`src/rtl/avalon_mem_arbiter_if.sv`:
```
// Avalon request/response types and the bundle that carries them between a master and a slave.
// The package comes first so the interface and the arbiter can both import it.
package avalon_mem_arbiter_pkg;
   typedef struct packed {
      logic        read;
      logic        write;
      logic [31:0] address;
      logic [3:0]  byte_enable;
      logic [31:0] writedata;
   } avalon_req_t;

   typedef struct packed {
      logic [31:0] readdata;
      logic        waitrequest;
   } avalon_resp_t;
endpackage

interface avalon_mem_arbiter_if;
   import avalon_mem_arbiter_pkg::*;

   avalon_req_t  req;
   avalon_resp_t resp;

   modport master (output req, input resp);
   modport slave  (input req, output resp);
endinterface

```
`src/rtl/avalon_mem_arbiter.sv`:
```
// Two-port Avalon arbiter (I-cache on port 0, D-cache on port 1) with zero-cycle arbitration,
// grant lock while stalled, and broadcast read data. Define ARB_ROUND_ROBIN_EN for round-robin ties.
module avalon_mem_arbiter
   import avalon_mem_arbiter_pkg::*;
#(
   parameter bit PRIO_PORT = 1'b0
) (
   input  logic                  clk,
   input  logic                  rst,
   avalon_mem_arbiter_if.slave   p0_avn,
   avalon_mem_arbiter_if.slave   p1_avn,
   avalon_mem_arbiter_if.master  mem_avn
);

   typedef enum logic {
      IDLE   = 1'b0,
      LOCKED = 1'b1
   } state_t;

   state_t      r_state;
   state_t      w_state_next;
   logic        r_owner;
   logic        w_owner_next;

   logic        w_req0;
   logic        w_req1;
   logic        w_sel;
   logic        w_sel_req;
   logic        w_tie_sel;
   logic        w_wait0;
   logic        w_wait1;
   avalon_req_t w_fwd;

   assign w_req0 = p0_avn.req.read | p0_avn.req.write;
   assign w_req1 = p1_avn.req.read | p1_avn.req.write;

`ifdef ARB_ROUND_ROBIN_EN
   logic r_rr_last;
   logic w_accept;

   // Ties go to whichever port was not granted last, so contention alternates.
   assign w_tie_sel = ~r_rr_last;
   assign w_accept  = w_sel_req & ~mem_avn.resp.waitrequest;

   always_ff @(posedge clk) begin
      if (rst) begin
         r_rr_last <= ~PRIO_PORT;
      end else if (w_accept) begin
         r_rr_last <= w_sel;
      end
   end
`else
   assign w_tie_sel = PRIO_PORT;
`endif

   always_ff @(posedge clk) begin
      if (rst) begin
         r_state <= IDLE;
         r_owner <= 1'b0;
      end else begin
         r_state <= w_state_next;
         r_owner <= w_owner_next;
      end
   end

   always_comb begin
      w_state_next = r_state;
      w_owner_next = r_owner;
      w_sel        = PRIO_PORT;
      w_sel_req    = 1'b0;
      case (r_state)
         IDLE: begin
            if (w_req0 && w_req1) begin
               w_sel = w_tie_sel;
            end else if (w_req1) begin
               w_sel = 1'b1;
            end else if (w_req0) begin
               w_sel = 1'b0;
            end
            w_sel_req = w_sel ? w_req1 : w_req0;
            if (w_sel_req && mem_avn.resp.waitrequest) begin
               w_state_next = LOCKED;
               w_owner_next = w_sel;
            end
         end
         LOCKED: begin
            w_sel     = r_owner;
            w_sel_req = r_owner ? w_req1 : w_req0;
            // Release on completion, or if the owner dropped its request mid-stall.
            if (!w_sel_req || !mem_avn.resp.waitrequest) begin
               w_state_next = IDLE;
            end
         end
         default: begin
            w_state_next = IDLE;
         end
      endcase
   end

   always_comb begin
      w_fwd = w_sel ? p1_avn.req : p0_avn.req;
      w_wait0 = 1'b0;
      w_wait1 = 1'b0;
      if (rst) begin
         w_fwd.read  = 1'b0;
         w_fwd.write = 1'b0;
      end else begin
         w_wait0 = (w_sel == 1'b0) ? mem_avn.resp.waitrequest : w_req0;
         w_wait1 = (w_sel == 1'b1) ? mem_avn.resp.waitrequest : w_req1;
      end
   end

   assign mem_avn.req = w_fwd;

   // Read data is broadcast; each cache knows from its own accept when to sample it.
   assign p0_avn.resp = '{readdata: mem_avn.resp.readdata, waitrequest: w_wait0};
   assign p1_avn.resp = '{readdata: mem_avn.resp.readdata, waitrequest: w_wait1};

endmodule
```
`src/flat_wrapper.sv`:
```
// flat-port wrapper written by rule: the top's interface ports become plain ports
module avalon_mem_arbiter_flat import avalon_mem_arbiter_pkg::*;
#(
   parameter bit PRIO_PORT = 1'b0
)
  (clk, rst, p0_avn_req, p0_avn_resp, p1_avn_req, p1_avn_resp, mem_avn_req, mem_avn_resp);
  avalon_mem_arbiter_if p0_avn_i ();
  avalon_mem_arbiter_if p1_avn_i ();
  avalon_mem_arbiter_if mem_avn_i ();
  input  logic clk;
  input  logic rst;
  input wire logic [$bits(p0_avn_i.req)-1:0] p0_avn_req;
  output wire logic [$bits(p0_avn_i.resp)-1:0] p0_avn_resp;
  input wire logic [$bits(p1_avn_i.req)-1:0] p1_avn_req;
  output wire logic [$bits(p1_avn_i.resp)-1:0] p1_avn_resp;
  output wire logic [$bits(mem_avn_i.req)-1:0] mem_avn_req;
  input wire logic [$bits(mem_avn_i.resp)-1:0] mem_avn_resp;
  assign p0_avn_i.req = p0_avn_req;
  assign p0_avn_resp = p0_avn_i.resp;
  assign p1_avn_i.req = p1_avn_req;
  assign p1_avn_resp = p1_avn_i.resp;
  assign mem_avn_req = mem_avn_i.req;
  assign mem_avn_i.resp = mem_avn_resp;
  avalon_mem_arbiter #(.PRIO_PORT(PRIO_PORT)) u_core (.clk(clk), .rst(rst), .p0_avn(p0_avn_i), .p1_avn(p1_avn_i), .mem_avn(mem_avn_i));
endmodule
```
`config.mk`:
```
export PLATFORM = sky130hd
export DESIGN_NAME = avalon_mem_arbiter_flat
export DESIGN_NICKNAME = d
export VERILOG_FILES = /design/src/rtl/avalon_mem_arbiter_if.sv /design/src/rtl/avalon_mem_arbiter.sv /design/src/flat_wrapper.sv
export SDC_FILE = /design/constraint.sdc
export NUM_CORES = 1
export LEC_CHECK = 0
export ABC_AREA = 1
export CAP_MARGIN = 20
export CELL_PAD_IN_SITES_DETAIL_PLACEMENT = 1
export CELL_PAD_IN_SITES_GLOBAL_PLACEMENT = 2
export CORE_MARGIN = 4
export CORE_UTILIZATION = 10
export CTS_BUF_LIST = sky130_fd_sc_hd__clkbuf_8 sky130_fd_sc_hd__clkbuf_16
export DETAILED_ROUTE_END_ITERATION = 16
export GPL_TIMING_DRIVEN = 1
export PLACE_DENSITY = 0.95
export SYNTH_ARGS = -nofsm -noshare
export SYNTH_HDL_FRONTEND = slang
export SYNTH_SLANG_ARGS = --single-unit
```
`constraint.sdc`:
```
create_clock -name clk -period 1 [get_ports clk]
set_clock_uncertainty 0.05 [all_clocks]
set_input_delay 0.1 -clock clk [delete_from_list [all_inputs] [get_ports clk]]
set_output_delay 0.1 -clock clk [all_outputs]
set_load 0.02 [all_outputs]
```
==> flow_summary.toml, run 1 <==
[status]
status = "finished with violations"
violations = "negative setup slack"

[finish]
area_growth_pct = 205
diodes = 0
fillers = 1922
fin_nets = 696
fin_util = 0.312
drive_above_1_share = 0.547
final_cells = 739

[timing]
worst_slew_pin_slew_ps = 157
fin_crit_ps = 1640
setup_tns_ps = -42580
setup_viol = 73
rsz0062_at_grt = "yes"
max_freq_mhz = 610
setup_ws_ps = -640
fin_crit_sh = 1.64
max-slew-margin-rel = 0.895
hold_viol_final = 0
drv_slew = 0

[cts]
clk_path_buf_depth = 2
clockRootBuffer = "clkbuf_16"
cts_made_buffers = 3
htreeDepth = 1
cts_num_sinks = 2
worstSkewPairLatency_ps = 220
clkTransAtPathRegs_ps = 30
ctsHoldBuffers = 0
cts_tree = "yes"

[pwr]
clkPwrFrac = 0.178
combPwrFrac = 0.794
leakage_uw = 0.00244
p_seq_frac = 0.028
power_uw = 3390
switching_share = 0.386
internal_power_uw = 2080
switchingPower_uw = 1310
p_per_area_nw_per_um2 = 654
ir_worst_vdd_uv = 405

[floorplanning]
coreArea_sq_um = 16600
die-area_sq_um = 19200
die_w_microns = 138
initial_utilization = 0.102
io_pins = 311
chipHeight_microns = 138
row_count = 47

[routing]
drt_iter0_drc = 24
vias = 2867
routed_wl_microns = 12200
drt-vias-per-instance = 3.88
drc = 0
drt_pass1_iterations = 3
drt-wirelength-per-cell_microns = 16.5
ant_nets = 0

[job]
drv_cap = 0

[critical_path]
critPathLaunchType = "register"
cp.arrival_ps = 1490
cp_max_fo = 8
end_kind = "output pin"
path_class = "register to output pin"
slowest_stage = "dfxtp_4"
path_cells = "inv_4 > nand3_4 > nand2_8 > buf_12 > buf_16 > nand2_2 > nand2_4 > buf_4"
cp.required_ps = 850
max_stage_delay_ps = 360

[logic_synthesis]
synth_top_cell_area_share = 0.329
avgSynthCellArea_sq_um = 5.06
synth_area_sq_um = 1700
synthCells = 336
synth_cell_type_count = 15
synth_area_leader_cell = "nand2_1"
synth_seq_cells = 2
yosysWarnings = 0
synth-seq-area-share = 0.0235
synth_area_leaders = "nand2_1, buf_4, nand3_1"
syn-num-nets = 511

[place]
portBuffers = 214
finalWeightedCongestion = 0.786
place_hpwl_microns = 8720
dp.cells = 709
pre_cts_ws_ps = -1220

[global_routing]
grt_pass1_vias = 3077
grt_use_total = 0.115
grt_overflow = 0
antenna_found_initial = 1
grt_pass1_wl_microns = 17600
grt_start_max_net_pins = 19

[worst_hold_path]
hp-class = "input pin to output pin"
-- power groups by stage --
stage | combinational [uW] | clock (uW) | sequential (uW)
after floorplan | 1340 | 0 | 91.4
after global placement | 2230 | 0 | 92.6
after detailed placement | 2260 | 0 | 92.6
after CTS | 2420 | 611 | 90.8
after global routing | 2870 | 629 | 95.6
final | 2700 | 603 | 94.8
-- what timing repair did --
action	in CTS	in global routing
cloned	5	5
resized for setup	399	126
hold endpoints to repair	0	0
buffers inserted	15	4
pin swaps	3	25
endpoints found under the setup margin	74	74
-- cells in the mapped netlist --
cell type	instances
buf_2	18
dfxtp_1	2
buf_4	67
buf_1	1
nand3b_1	1
nand3_1	72
clkbuf_1	1
nand3_2	1
nand2_2	1
nor2_4	1
inv_1	9
buf_6	2
nor2_1	5
a21oi_1	6
nand2_1	149
-- registers in the layout, indices dropped and copies added (netlist names) --
name,count
u_core.r_state,1
u_core.r_owner,1
-- metal layers --
layer / part of all wire / track usage / wire [microns] / vias up
met4: 0.018 / 0.0307 / 225 / 2
met3: 0.082 / 0.0373 / 1000 / 26
li1: - / - / - / 1370
met1: 0.35 / 0.119 / 4300 / 1316
met2: 0.55 / 0.220 / 6660 / 153
met5: 0.0011 / 0 / 13 / -
-- logic make-up after synthesis --
family,share of synthesized area
buf+inv,0.386
simple gates,0.572
flops,0.0235
compound gates,0.0177
-- worst paths after layout --
kind         slack (ps)  cells past startpoint             start               to
max reg2reg           0                      5    u_core.r_state   u_core.r_owner
min reg2reg         590                      3    u_core.r_owner   u_core.r_owner
max                -640                      8    u_core.r_state   mem_avn_req[8]
min                 150                      0  mem_avn_resp[18]  p0_avn_resp[18]
-- cells in the final DEF, fill, tap and decap left out --
cell type	Yosys	routed
a21oi_2	0	4
a21oi_4	0	2
buf_12	0	16
buf_16	0	4
buf_4	67	43
buf_6	2	55
buf_8	0	4
clkbuf_16	0	8
clkdlybuf4s50_1	0	137
dfxtp_2	0	1
dfxtp_4	0	1
dlygate4sd2_1	0	5
inv_1	9	7
inv_2	0	1
inv_4	0	1
nand2_1	149	42
nand2_2	1	69
nand2_4	0	37
nand2_8	0	2
nand3_1	72	42
nand3_2	1	18
nand3_4	0	13
nand3b_1	1	1
nor2_1	5	1
nor2_2	0	3
nor2_4	1	2
-- through the flow --
stage / instance area, sq um / hold slack [ps]
6_report: 5190 / 150
5_1_grt: 5190 / 150
4_1_cts: 4620 / 150
3_5_place_dp: 4230 / 150
3_3_place_gp: 4230 / 150
2_1_floorplan: 2190 / 112
-- final cells by class --
class                      count  area (sq um)  share of cell area
multi-input combinational    236          1780               0.344
sequential                     2          45.0             0.00868
inverter                       9          36.3             0.00699
timing repair buffer         269          2970               0.573
clock buffer                   3          75.1              0.0145
tap                          220           275              0.0531
-- critical path: cells and delay by family (launching register included) --
| family | cells | cell delay, ps |
|---|---|---|
| buf+inv | 4 | 490 |
| simple gates | 4 | 420 |
| flops | 1 | 360 |
No activity file was read; power rests on OpenSTA's default activity.
==> run 2, diff against run 1 <==
CORE_MARGIN = 5   (was 4)
RECOVER_POWER = 25   (was default)
==> run 2 against run 1 <==
The run still ends with negative setup slack left. Largest power group unchanged. Maximum frequency is 0.45% lower. Combinational power about the same. Sequential share of layout area about the same.
==> flow_summary.toml, run 2 (synthesized netlist as in run 1, its figures left out) <==
[finish]
final_common_cell = "clkdlybuf4s50_1"
final_cell_mix = "clkdlybuf4s50_1, nand2_2, buf_6"
fin_nets = 683
area_growth_pct = 202
diodes = 0
reg_top3 = "u_core.r_owner (1), u_core.r_state (1)"
fillers = 1929
fin_area_sq_um = 5130
drive_above_1_share = 0.551

[job]
drv_cap = 0

[floorplanning]
coreArea_sq_um = 16600
row_count = 47
io_pins = 311
chipHeight_microns = 140
die_w_microns = 140
initial_utilization = 0.102
die-area_sq_um = 19700

[routing]
top_layer = "met4"
vias = 2793
drc = 0
drt-vias-per-instance = 3.85
drt-wirelength-per-cell_microns = 16.6
drt_iter0_drc = 34
routed_wl_microns = 12100
m1WireLength_microns = 4100
dr_wl_met3_microns = 1100
dr_wl_met2_microns = 6580
drt_pass1_iterations = 4
ant_nets = 0

[critical_path]
critPathLaunchType = "register"
path_cells = "inv_2 > nand3_4 > buf_12 > nand2_8 > buf_12 > buf_16 > nand2_2 > nand2_2 > buf_6"
slowest_stage = "dfxtp_4"
cp.required_ps = 850
cp.arrival_ps = 1500
r2r-start = "u_core.r_state"
r2r_end = "u_core.r_state"
cp_max_fo = 8
end_kind = "output pin"
max_stage_delay_ps = 350
r2r_slack_ps = 40
r2r_cells = 4
path_class = "register to output pin"

[worst_hold_path]
holdPathEnd = "p0_avn_resp[18]"
min_from = "mem_avn_resp[18]"
hp-class = "input pin to output pin"
worstHoldPathCells = 0

[pwr]
power_uw = 3390
p_seq_frac = 0.027
switchingPower_uw = 1300
internal_power_uw = 2080
switching_share = 0.385
combPwrFrac = 0.797
leakage_uw = 0.00243
clkPwrFrac = 0.176
ir_worst_vdd_uv = 351
p_per_area_nw_per_um2 = 660

[place]
portBuffers = 214
placed_cell_area_sq_um = 4140
finalWeightedCongestion = 0.774
place_hpwl_microns = 8690
pre_cts_ws_ps = -1200

[cts]
cts_made_buffers = 3
cts_tree = "yes"
cts_num_sinks = 2
clkTransAtPathRegs_ps = 30
clockRootBuffer = "clkbuf_16"
clk_path_buf_depth = 2
ctsHoldBuffers = 0
htreeDepth = 1
worstSkewPairLatency_ps = 220

[timing]
worst_slew_pin_slew_ps = 242
hold_viol_final = 0
setup_ws_ps = -647
rsz0062_at_grt = "yes"
max_freq_mhz = 607
setup_viol = 72
fin_crit_ps = 1650
fin_crit_sh = 1.65
drv_slew = 0
hold_slack_ps = 150
setup_tns_ps = -42910
max-slew-margin-rel = 0.839

[global_routing]
antenna_found_initial = 0
grt_overflow = 0
grt_pass1_vias = 3085
grt_start_max_net_pins = 40
grt_use_total = 0.111
grt_pass1_wl_microns = 17300

[status]
status = "finished with violations"
violations = "negative setup slack"
==> run 2: changes by cell type in the layout (fill, tap and decap cells not counted), sizes merged <==
cell,before,now
clkbuf,8,4
clkdlybuf4s50,137,138
dlygate4sd2,5,4
buf,122,113
==> run 2: worst max-delay path by stage <==
stage,endpoint,from,slack [ps]
after CTS,p0_avn_resp[0],u_core.r_state,-680
final,mem_avn_req[33],u_core.r_state,-650
after global placement,mem_avn_req[14],p0_avn_req[68],-1140
after global routing,mem_avn_req[19],u_core.r_state,-710
after detailed placement,mem_avn_req[16],p1_avn_req[69],-1200
after floorplan,mem_avn_req[50],u_core.r_state,-110
==> run 2: area by class of cell <==
type | instances | area [sq um] | share of cell area
timing repair buffer | 256 | 2880 | 0.561
multi-input combinational | 236 | 1820 | 0.355
tap | 220 | 275 | 0.0537
clock buffer | 3 | 75.1 | 0.0146
sequential | 2 | 45.0 | 0.00878
inverter | 9 | 33.8 | 0.00659
==> run 2: what timing repair did <==
| item | in CTS | in global routing |
|---|---|---|
| buffers inserted | 16 | 0 |
| pin swaps | 11 | 15 |
| gates resized for setup | 501 | 51 |
| endpoints found under the setup margin | 74 | 74 |
| cloned | 8 | 1 |
==> run 2: critical path, delay by kind of cell, from the launching register on <==
| family | cells | cell delay [ps] |
|---|---|---|
| buf+inv | 5 | 590 |
| flops | 1 | 350 |
| simple gates | 4 | 310 |
==> run 2: stage by stage <==
step                      cells   util
after floorplan             336      -
after global placement      702  0.249
after detailed placement    702  0.249
after CTS                   727  0.296
after global routing        726  0.308
final                       726  0.308
==> run 2: per-layer routing <==
metal  vias to the layer above  GRT usage
li1                       1346          -
met3                        15     0.0341
met2                       158      0.214
met1                      1274      0.112
met5                         -          0
met4                         0     0.0382
==> run 2: power by group through the flow <==
stage,logic (uW),registers (uW),clock network [uW]
floorplan,1340,91.4,0
global placement,2200,92.4,0
detailed placement,2220,92.7,0
CTS,2650,90.3,609
global route,2870,91.5,620
finish,2700,91.2,595
==> run 3, diff against run 2 <==
--- a/config.mk
+++ b/config.mk
@@ -11,2 +11,3 @@
 export CELL_PAD_IN_SITES_GLOBAL_PLACEMENT = 2
+export CORE_ASPECT_RATIO = 2
 export CORE_MARGIN = 5
==> constraint.sdc (replaced) <==
create_clock -name clk -period 1 [get_ports clk]
set_clock_uncertainty 0.05 [all_clocks]
set_input_delay 0.2 -clock clk [delete_from_list [all_inputs] [get_ports clk]]
set_output_delay 0.2 -clock clk [all_outputs]
set_load 0.02 [all_outputs]
==> run 3 against run 2 <==
The run still ends with negative setup slack left. Hold slack better by 200 ps. Utilization up 5.2 points. Highest routed layer unchanged. Final cell count up 2.5%. Critical path depth up 2. Non-clock buffer count up 30. Register-to-register slack worse by 140 ps.
==> flow_summary.toml, run 3 (synthesized netlist as in run 1, its figures left out) <==
[status]
status = "finished with violations"
violations = "negative setup slack"

[pwr]
p_seq_frac = 0.024
power_uw = 3870
clkPwrFrac = 0.157
p_per_area_nw_per_um2 = 641
combPwrFrac = 0.820
switching_share = 0.394
switchingPower_uw = 1520
ir_worst_vdd_uv = 631
leakage_uw = 0.00294
internal_power_uw = 2340

[timing]
max-slew-margin-rel = 0.856
setup_viol = 74
rsz0062_at_grt = "yes"
max_freq_mhz = 545
worst_slew_pin_slew_ps = 215
fin_crit_ps = 1830
setup_ws_ps = -835
setup_tns_ps = -54710
hold_slack_ps = 350
fin_crit_sh = 1.83
drv_slew = 0
hold_viol_final = 0

[routing]
drt_iter0_drc = 57
drt_pass1_iterations = 3
drt-vias-per-instance = 4.08
routed_wl_microns = 15900
vias = 3032
drt-wirelength-per-cell_microns = 21.3
ant_nets = 0
drc = 0

[global_routing]
grt_busiest_layer = "met2"
grt_pass1_vias = 3488
grt_pass1_wl_microns = 21400
use_met2 = 0.326
antenna_found_initial = 1
grt_overflow = 0
grt_use_met1 = 0.103
grt_use_total = 0.149
grt_start_max_net_pins = 19
met3_usage = 0.0244

[cts]
clk_path_buf_depth = 2
worstSkewPairLatency_ps = 220
clockRootBuffer = "clkbuf_16"
cts_tree = "yes"
ctsHoldBuffers = 0
htreeDepth = 1
cts_made_buffers = 3
cts_num_sinks = 2

[critical_path]
cp.required_ps = 750
slowest_stage = "dlygate4sd2_1"
crit_family = "buffers and inverters"
path_cells = "dlygate4sd2_1 > nor2_4 > nand3_4 > buf_12 > buf_12 > buf_12 > buf_6 > nand3_2 > nand2_2 > nor2_4 > buf_6"
end_kind = "output pin"
cp_common_cell = "buf_12"
cp_max_fo = 5
path_class = "input pin to output pin"
r2r_cells = 6
max_stage_delay_ps = 270
r2r_slack_ps = -100
r2r-start = "u_core.r_state"
critPathLaunchType = "input pin"
path_buf_inv = 6
r2r_end = "u_core.r_owner"
cp.arrival_ps = 1580

[floorplanning]
die-area_sq_um = 19900
row_count = 67
die_w_microns = 102
coreArea_sq_um = 16800
io_pins = 311
chipHeight_microns = 194
initial_utilization = 0.101

[worst_hold_path]
holdPathEnd = "p0_avn_resp[32]"
min_from = "mem_avn_resp[32]"
hp-class = "input pin to output pin"
worstHoldPathCells = 0

[job]
drv_cap = 0

[finish]
final_common_cell = "clkdlybuf4s50_1"
fin_nets = 713
final_cell_mix = "clkdlybuf4s50_1, buf_6, nand2_2"
area_growth_pct = 255
final-seq-area_sq_um = 42.5
fin_area_sq_um = 6030
fin_util = 0.360
multi_input_area_sq_um = 2190
drive_above_1_share = 0.664
reg_top3 = "u_core.r_owner (1), u_core.r_state (1)"
fillers = 1851

[place]
portBuffers = 214
finalWeightedCongestion = 0.776
placed_cell_area_sq_um = 4120
place_hpwl_microns = 9600
[run 3: changes by cell type in the layout (fill, tap and decap cells not counted), sizes merged]
cell	change
clkbuf	+2
diode	+1
clkdlybuf4s50	-1
dlygate4sd2	-2
buf	+28
clkdlybuf4s15	+3
[run 3: stage by stage]
step	std cells	setup slack, ps
floorplan	336	-213
global placement	692	-1420
global route	744	-899
finish	744	-835
CTS	746	-852
detailed placement	692	-1450
[run 3: metal layers]
layer | vias to the layer above | part of all wire
met3 | 73 | 0.067
met4 | 0 | 0.076
met2 | 147 | 0.62
met1 | 1402 | 0.24
met5 | - | 0
li1 | 1410 | -
[run 3: final cells by class]
cell class              count  share of cell area
repair buffers            286               0.568
multi-input cells         236               0.364
well taps                 207              0.0429
clock buffers               3              0.0124
flip-flops and latches      2             0.00705
inverters                   9             0.00560
diodes                      1            0.000415
[run 3: worst reg2reg max path, stage by stage (launching register included)]
cell	delay, ps
dfxtp_2	320
buf_4	160
buf_4	140
nor2_4	90
nand2_2	80
nand2_1	80
a21oi_2	70
[run 3: worst max-delay path by stage]
stage | to | depth (start not counted) | startpoint
finish | p0_avn_resp[0] | 11 | p0_avn_req[68]
global route | p0_avn_resp[0] | 11 | p0_avn_req[68]
CTS | mem_avn_req[36] | 9 | u_core.r_state
detailed placement | mem_avn_req[65] | 9 | p1_avn_req[68]
global placement | mem_avn_req[65] | 9 | p1_avn_req[69]
floorplan | mem_avn_req[50] | 7 | u_core.r_state
[run 3: what timing repair did]
item | 4_1_cts | 5_1_grt
hold endpoints to repair | 0 | 0
endpoints found under the setup margin | 74 | 74
gates cloned | 17 | 3
buffers inserted | 36 | 3
resized for setup | 592 | 90
pin swaps | 18 | 41
[run 3: power groups by stage]
stage               clock network (uW)  registers (uW)  logic [uW]
detailed placement                   0            90.5        2230
global route                       631            92.0        3350
floorplan                            0            91.4        1340
CTS                                603            90.9        3080
finish                             605            91.5        3170
global placement                     0            90.0        2210
